### config.mk
export PLATFORM = sky130hd
export DESIGN_NAME = mux_scan_sequencer_flat
export DESIGN_NICKNAME = d
export VERILOG_FILES = /design/src/rtl/mux_scan_pkg.sv /design/src/rtl/mux_scan_sequencer_if.sv /design/src/rtl/mux_scan_sequencer_timer.sv /design/src/rtl/mux_scan_sequencer.sv /design/src/flat_wrapper.sv
export SDC_FILE = /design/constraint.sdc
export NUM_CORES = 1
export LEC_CHECK = 0
export ABC_AREA = 1
export ABC_CLOCK_PERIOD_IN_PS = 2400
export BUFFER_PORTS_ARGS = -buffer_cell sky130_fd_sc_hd__buf_2
export CORE_MARGIN = 2
export CORE_UTILIZATION = 59
export CTS_CLUSTER_SIZE = 24
export DETAILED_ROUTE_END_ITERATION = 12
export PLACE_DENSITY = 0.87
export RECOVER_POWER = 100
export SLEW_MARGIN = 30
export SYNTH_ARGS = -nofsm -noshare
export SYNTH_HDL_FRONTEND = slang
export SYNTH_HIERARCHICAL = 1
export SYNTH_SLANG_ARGS = --single-unit
### constraint.sdc
create_clock -name Clock_In -period 2.4 [get_ports Clock_In]
set_clock_uncertainty 0.1 [all_clocks]
set_input_delay 0.12 -clock Clock_In [delete_from_list [all_inputs] [get_ports Clock_In]]
set_output_delay 0.12 -clock Clock_In [all_outputs]
set_load 0.01 [all_outputs]
### src/rtl/mux_scan_pkg.sv
// Shared definitions for the mux scan sequencer.
//   - State encodings of the scan FSM (2'd3 is unused and recovers to IDLE).
//   - Width of the settle counter.
package mux_scan_pkg;

    localparam logic [1:0] IDLE_ENC = 2'd0;
    localparam logic [1:0] SCAN_ENC = 2'd1;
    localparam logic [1:0] HOLD_ENC = 2'd2;

    typedef enum logic [1:0] {
        IDLE = IDLE_ENC,
        SCAN = SCAN_ENC,
        HOLD = HOLD_ENC
    } state_e;

    localparam int SETTLE_W = 4;

endpackage

### src/rtl/mux_scan_sequencer_if.sv
// Bundle of the sequencer's control, mux and word-handshake signals.
//   master : the sequencer (drives mux select/enable, busy and the word).
//   slave  : the environment (drives start/abort, mux data and ready).
interface mux_scan_sequencer_if #(
    parameter int SEL_WIDTH    = 5,
    parameter int NUM_CHANNELS = 32
);
    logic                    Start_In;
    logic                    Abort_In;
    logic                    Mux_Data_In;
    logic                    Mux_Enable_Out;
    logic [SEL_WIDTH-1:0]    Mux_Select_Out;
    logic                    Busy_Out;
    logic                    Word_Valid_Out;
    logic                    Word_Ready_In;
    logic [NUM_CHANNELS-1:0] Word_Data_Out;

    modport master (
        input  Start_In, Abort_In, Mux_Data_In, Word_Ready_In,
        output Mux_Enable_Out, Mux_Select_Out, Busy_Out, Word_Valid_Out, Word_Data_Out
    );

    modport slave (
        output Start_In, Abort_In, Mux_Data_In, Word_Ready_In,
        input  Mux_Enable_Out, Mux_Select_Out, Busy_Out, Word_Valid_Out, Word_Data_Out
    );
endinterface

### src/rtl/mux_scan_sequencer_timer.sv
// Settle counter for the scan sequencer.
//   clk           : clock, rising edge
//   rst           : synchronous active-high reset
//   clear         : hold the count at 0 (asserted whenever no scan is running)
//   settle_cycles : extra cycles to wait between a select change and its sample
//   sample_stb    : one-cycle strobe, high when the current channel must be sampled
module mux_scan_timer
    import mux_scan_pkg::*;
(
    input  logic                clk,
    input  logic                rst,
    input  logic                clear,
    input  logic [SETTLE_W-1:0] settle_cycles,
    output logic                sample_stb
);

    logic [SETTLE_W-1:0] cnt_q;
    logic [SETTLE_W-1:0] cnt_d;

    // Strobe when the count reaches the settle time; the count restarts after each strobe.
    always_comb begin
        sample_stb = 1'b0;
        cnt_d      = cnt_q;
        if (clear) begin
            cnt_d = '0;
        end else if (cnt_q == settle_cycles) begin
            sample_stb = 1'b1;
            cnt_d      = '0;
        end else begin
            cnt_d = cnt_q + {{(SETTLE_W-1){1'b0}}, 1'b1};
        end
    end

    // Count register.
    always_ff @(posedge clk) begin
        if (rst) begin
            cnt_q <= '0;
        end else begin
            cnt_q <= cnt_d;
        end
    end

endmodule

### src/rtl/mux_scan_sequencer.sv
// Scan sequencer for a 32:1 data mux.
//   Clock_In / Reset_In : clock and synchronous active-high reset
//   bus (master)        : Start/Abort control, mux Select/Enable/Data,
//                         Busy, and the Word valid/ready/data handshake.
// Steps the mux select through all channels, samples each one after the
// settle time, and presents the assembled word until the consumer takes it.
module mux_scan_sequencer
    import mux_scan_pkg::*;
#(
    parameter int SEL_WIDTH     = 5,
    parameter int NUM_CHANNELS  = 32,
    parameter int SETTLE_CYCLES = 1
) (
    input  logic                  Clock_In,
    input  logic                  Reset_In,
    mux_scan_sequencer_if.master  bus
);

    localparam logic [SEL_WIDTH-1:0] LAST_SEL = SEL_WIDTH'(NUM_CHANNELS - 1);

    state_e                  state_q, state_d;
    logic [SEL_WIDTH-1:0]    sel_q, sel_d;
    logic                    en_q, en_d;
    logic                    busy_q, busy_d;
    logic                    valid_q, valid_d;
    logic [NUM_CHANNELS-1:0] scratch_q, scratch_d;
    logic [NUM_CHANNELS-1:0] word_q, word_d;
    logic                    sample_stb_s;
    logic                    enter_scan_s;

    // The settle counter only runs while scanning, so it is at 0 on scan entry.
    mux_scan_timer u_timer (
        .clk           (Clock_In),
        .rst           (Reset_In),
        .clear         (state_q != SCAN),
        .settle_cycles (SETTLE_W'(SETTLE_CYCLES)),
        .sample_stb    (sample_stb_s)
    );

    // Next-state, select stepping, sample capture and word hand-off.
    always_comb begin
        state_d      = state_q;
        sel_d        = sel_q;
        en_d         = en_q;
        valid_d      = valid_q;
        scratch_d    = scratch_q;
        word_d       = word_q;
        enter_scan_s = 1'b0;

        case (state_q)
            IDLE: begin
                if (bus.Start_In) begin
                    enter_scan_s = 1'b1;
                end else begin
                    state_d = IDLE;
                end
            end
            SCAN: begin
                // Abort takes priority over a sample or completion on the same edge.
                if (bus.Abort_In) begin
                    state_d   = IDLE;
                    en_d      = 1'b0;
                    sel_d     = '0;
                    scratch_d = '0;
                end else if (sample_stb_s) begin
                    for (int i = 0; i < NUM_CHANNELS; i++) begin
                        if (sel_q == i[SEL_WIDTH-1:0]) begin
                            scratch_d[i] = bus.Mux_Data_In;
                        end else begin
                            scratch_d[i] = scratch_q[i];
                        end
                    end
                    if (sel_q == LAST_SEL) begin
                        word_d  = scratch_d;
                        valid_d = 1'b1;
                        en_d    = 1'b0;
                        sel_d   = '0;
                        state_d = HOLD;
                    end else begin
                        sel_d = sel_q + {{(SEL_WIDTH-1){1'b0}}, 1'b1};
                    end
                end else begin
                    state_d = SCAN;
                end
            end
            HOLD: begin
                if (bus.Word_Ready_In) begin
                    valid_d = 1'b0;
                    if (bus.Start_In) begin
                        enter_scan_s = 1'b1;
                    end else begin
                        state_d = IDLE;
                    end
                end else begin
                    state_d = HOLD;
                end
            end
            default: begin
                // Unused encoding behaves as IDLE.
                if (bus.Start_In) begin
                    enter_scan_s = 1'b1;
                end else begin
                    state_d = IDLE;
                end
            end
        endcase

        if (enter_scan_s) begin
            state_d   = SCAN;
            sel_d     = '0;
            en_d      = 1'b1;
            scratch_d = '0;
        end else begin
            state_d = state_d;
        end

        busy_d = (state_d == SCAN);
    end

    // State and output registers.
    always_ff @(posedge Clock_In) begin
        if (Reset_In) begin
            state_q   <= IDLE;
            sel_q     <= '0;
            en_q      <= 1'b0;
            busy_q    <= 1'b0;
            valid_q   <= 1'b0;
            scratch_q <= '0;
            word_q    <= '0;
        end else begin
            state_q   <= state_d;
            sel_q     <= sel_d;
            en_q      <= en_d;
            busy_q    <= busy_d;
            valid_q   <= valid_d;
            scratch_q <= scratch_d;
            word_q    <= word_d;
        end
    end

    assign bus.Mux_Enable_Out = en_q;
    assign bus.Mux_Select_Out = sel_q;
    assign bus.Busy_Out       = busy_q;
    assign bus.Word_Valid_Out = valid_q;
    assign bus.Word_Data_Out  = word_q;

endmodule

### src/flat_wrapper.sv
// flat-port wrapper written by rule: the top's interface ports become plain ports
module mux_scan_sequencer_flat import mux_scan_pkg::*;
#(
    parameter int SEL_WIDTH     = 5,
    parameter int NUM_CHANNELS  = 32,
    parameter int SETTLE_CYCLES = 1
)
  (Clock_In, Reset_In, bus_Start_In, bus_Abort_In, bus_Mux_Data_In, bus_Word_Ready_In, bus_Mux_Enable_Out, bus_Mux_Select_Out, bus_Busy_Out, bus_Word_Valid_Out, bus_Word_Data_Out);
  mux_scan_sequencer_if #(.SEL_WIDTH(SEL_WIDTH), .NUM_CHANNELS(NUM_CHANNELS)) bus_i ();
  input  logic Clock_In;
  input  logic Reset_In;
  input wire logic [$bits(bus_i.Start_In)-1:0] bus_Start_In;
  input wire logic [$bits(bus_i.Abort_In)-1:0] bus_Abort_In;
  input wire logic [$bits(bus_i.Mux_Data_In)-1:0] bus_Mux_Data_In;
  input wire logic [$bits(bus_i.Word_Ready_In)-1:0] bus_Word_Ready_In;
  output wire logic [$bits(bus_i.Mux_Enable_Out)-1:0] bus_Mux_Enable_Out;
  output wire logic [$bits(bus_i.Mux_Select_Out)-1:0] bus_Mux_Select_Out;
  output wire logic [$bits(bus_i.Busy_Out)-1:0] bus_Busy_Out;
  output wire logic [$bits(bus_i.Word_Valid_Out)-1:0] bus_Word_Valid_Out;
  output wire logic [$bits(bus_i.Word_Data_Out)-1:0] bus_Word_Data_Out;
  assign bus_i.Start_In = bus_Start_In;
  assign bus_i.Abort_In = bus_Abort_In;
  assign bus_i.Mux_Data_In = bus_Mux_Data_In;
  assign bus_i.Word_Ready_In = bus_Word_Ready_In;
  assign bus_Mux_Enable_Out = bus_i.Mux_Enable_Out;
  assign bus_Mux_Select_Out = bus_i.Mux_Select_Out;
  assign bus_Busy_Out = bus_i.Busy_Out;
  assign bus_Word_Valid_Out = bus_i.Word_Valid_Out;
  assign bus_Word_Data_Out = bus_i.Word_Data_Out;
  mux_scan_sequencer #(.SEL_WIDTH(SEL_WIDTH), .NUM_CHANNELS(NUM_CHANNELS), .SETTLE_CYCLES(SETTLE_CYCLES)) u_core (.Clock_In(Clock_In), .Reset_In(Reset_In), .bus(bus_i));
endmodule
==> out/results.ini <==
[floorplan]
start_util_pct=60.6
die-area_um2=7630
die_h_um=87.3
core_area_um2=6760
die_width_um=87.3
ios=46
rows=30

[grt]
grt_pass1_vias=3762
track_usage_pct=26.5
grt_pass1_wl_um=16300
grt_max_degree=40
antenna_found_initial=0
grt-ovfl-total=0

[worst_setup_path]
required_ps=2560
worstPathArrival_ps=2360
r2r_slack_ps=200
reg2reg_from=u_core/state_q[0]$_SDFF_PP0_
worstPathMaxFanout=36
path_class=flop to flop
cp-end-kind=flop
worst_r2r_endpoint=u_core/bus.Mux_Select_Out[2]$_SDFFE_PP0P_
r2r_cells=6
worstSetupStartpoint=u_core/state_q[0]$_SDFF_PP0_
start_kind=flop

[yosys]
syn_area_um2=4100
synth_top_cell_by_area=dfxtp_1
ys_types=30
synth_top_flop_cell=dfxtp_1
synth_area_leaders=dfxtp_1 (38%), nand2_1 (18%), inv_1 (8.1%), nor2_1 (7.4%), nand3_1 (7.1%)
synthArstFlopShare_pct=0
yosysMostFrequentCell=nand2_1
ys_warn_count=6
ys_seq_elements=77
yosysSeqAreaShare_pct=37.6
synth_edf_count=0
avgSynthCellArea_um2=6.39
synthTopCellsByCount=nand2_1 (195), inv_1 (88), nor2_1 (81)
synthCells=641
synth_top_area_share_pct=37.6

[power]
power_uw=2250
powerDensity_nw_per_um2=502
clkPwrFrac_pct=38.9
leakage_uw=0.00193
share_seq_of_total_power_pct=57.0
p_switching_uw=529
power_frac_comb_pct=4.1
internal-power_uw=1720
switching_share_pct=23.5
ir_worst_vdd_mv=0.275

[cts]
clk_latency_ps=350
htreeDepth=3
ctsRootBufferMaster=clkbuf_8
tritoncts=yes
path_clk_slew_ps=70
clk_path_buf_depth=2
cts_buffers=9
clock_sinks=77

[run_status]
outcome=finished clean

[drt]
drt_iter0_markers=397
wirelength_um=9700
wire_per_inst_um=12.6
vias=4065
ant_nets=0
first_pass_iters=6
drc=0
viasPerCell=5.30

[cells_and_area]
antenna_cells=0
fin_nets=699
fin_util_pct=66.4
layout-drive-gt1-share_pct=6.99
syn2layout_area_growth_pct=9.47

[timing]
hold_viol=0
worstMarginPinSlew_ps=792
finalCritPeriodShare_pct=91.8
maxSlewHeadroom_pct=47.2
grt_setup_unrepaired=false
whs_ps=84.8
layout_min_cycle_time_ps=2200
fin_setup_tns_ps=0
fmax_mhz=454
finalSetupViolations=0
maxSlewViolCount=0

[placed_design]
place_congestion=0.896
port_buffers=45
dp_hpwl_um=6580

[worst_hold_path]
hold_start=Reset_In
holdPathStages=2
worstHoldEndpoint=u_core/bus.Mux_Enable_Out$_SDFFE_PP0P_
hold_class=input port to flop

[flow_run]
drv_cap=0

-- power groups by stage --
stage | logic [uW] | clock network [uW] | registers [uW]
after floorplan | 64.6 | 0 | 1310
after global placement | 89.2 | 0 | 1310
after detailed placement | 90.5 | 0 | 1310
after CTS | 93.5 | 884 | 1280
after global routing | 101 | 945 | 1280
final | 92.0 | 875 | 1280
-- cells in the final DEF, fill, tap and decap left out, types with 3 or more instances in the layout --
master | Yosys | layout
dfxtp_1 | 77 | 77
nor2_4 | 3 | 3
clkbuf_8 | 0 | 11
nand3_1 | 58 | 58
nand2_1 | 195 | 195
inv_1 | 88 | 88
conb_1 | 2 | 8
nand4_1 | 29 | 29
o21ai_0 | 3 | 3
clkbuf_2 | 0 | 4
nor2_1 | 81 | 81
a21oi_1 | 39 | 39
buf_2 | 13 | 8
ha_1 | 9 | 9
buf_4 | 7 | 10
clkbuf_1 | 10 | 40
-- how the worst max path moves through the flow --
stage and to:
5_1_grt u_core/bus.Word_Data_Out[26]$_SDFFE_PP0P_, 3_3_place_gp u_core/bus.Word_Valid_Out$_SDFFE_PP0P_, 4_1_cts u_core/bus.Word_Data_Out[29]$_SDFFE_PP0P_, 3_5_place_dp u_core/bus.Word_Data_Out[29]$_SDFFE_PP0P_, 6_report u_core/bus.Mux_Select_Out[2]$_SDFFE_PP0P_, 2_1_floorplan u_core/bus.Word_Data_Out[24]$_SDFFE_PP0P_
-- critical path: stages, from the launching register on --
cell,delay (ps)
dfxtp_1,340
inv_1,70
ha_1,330
o211ai_1,340
nand2_1,110
clkbuf_2,480
nor3b_1,330
-- area by class of cell --
cell class                 instances  area, um^2
fill                             606        2270
clock inverter                     2        10.0
clock buffer                      12         155
multi-input combinational        442        2020
tap                               80         100
sequential                        77        1540
inverter                          90         340
timing repair buffer              64         322
-- stage by stage --
stage	worst slack, ps	area, um^2	std cells
detailed placement	276	4370	751
finish	197	4480	767
global route	60.1	4480	767
CTS	217	4560	767
floorplan	328	4120	647
global placement	387	4370	751
-- layer usage --
layer	GRT usage [%]	routed length [um]	up-vias	share of wire, %
li1	-	-	2062	-
met1	31.3	4140	1845	43
met2	45.2	4760	143	49
met3	6.07	643	15	6.6
met4	12.6	149	0	1.5
met5	0	0	-	0
-- logic make-up after synthesis --
kind of cell / share of synthesized area [%]
and+or+nand+nor: 39.1
buffers and inverters: 13.6
DFF: 37.6
AOI/OAI and AO/OA: 6.17
adders and majority gates: 2.75
xor gates and xnor gates: 0.642
other: 0.183
-- state kept, by name (all words and copies together) (netlist names) --
name and flops:
u_core/bus.Word_Data_Out 32, u_core/bus.Word_Valid_Out 1, u_core/state_q 2, u_core/u_timer/cnt_q 4
u_core/bus.Mux_Select_Out 5, u_core/bus.Busy_Out 1, u_core/scratch_q 31, u_core/bus.Mux_Enable_Out 1
-- what timing repair did --
action                                  in CTS  in global routing
endpoints found under the setup margin       0                  1
endpoints found under the hold margin        4                  0
buffers inserted                             0                  0
gates resized for setup                      0                  1
hold buffers                                 2                  0
Note: power is estimated with default switching activity, not from simulation.
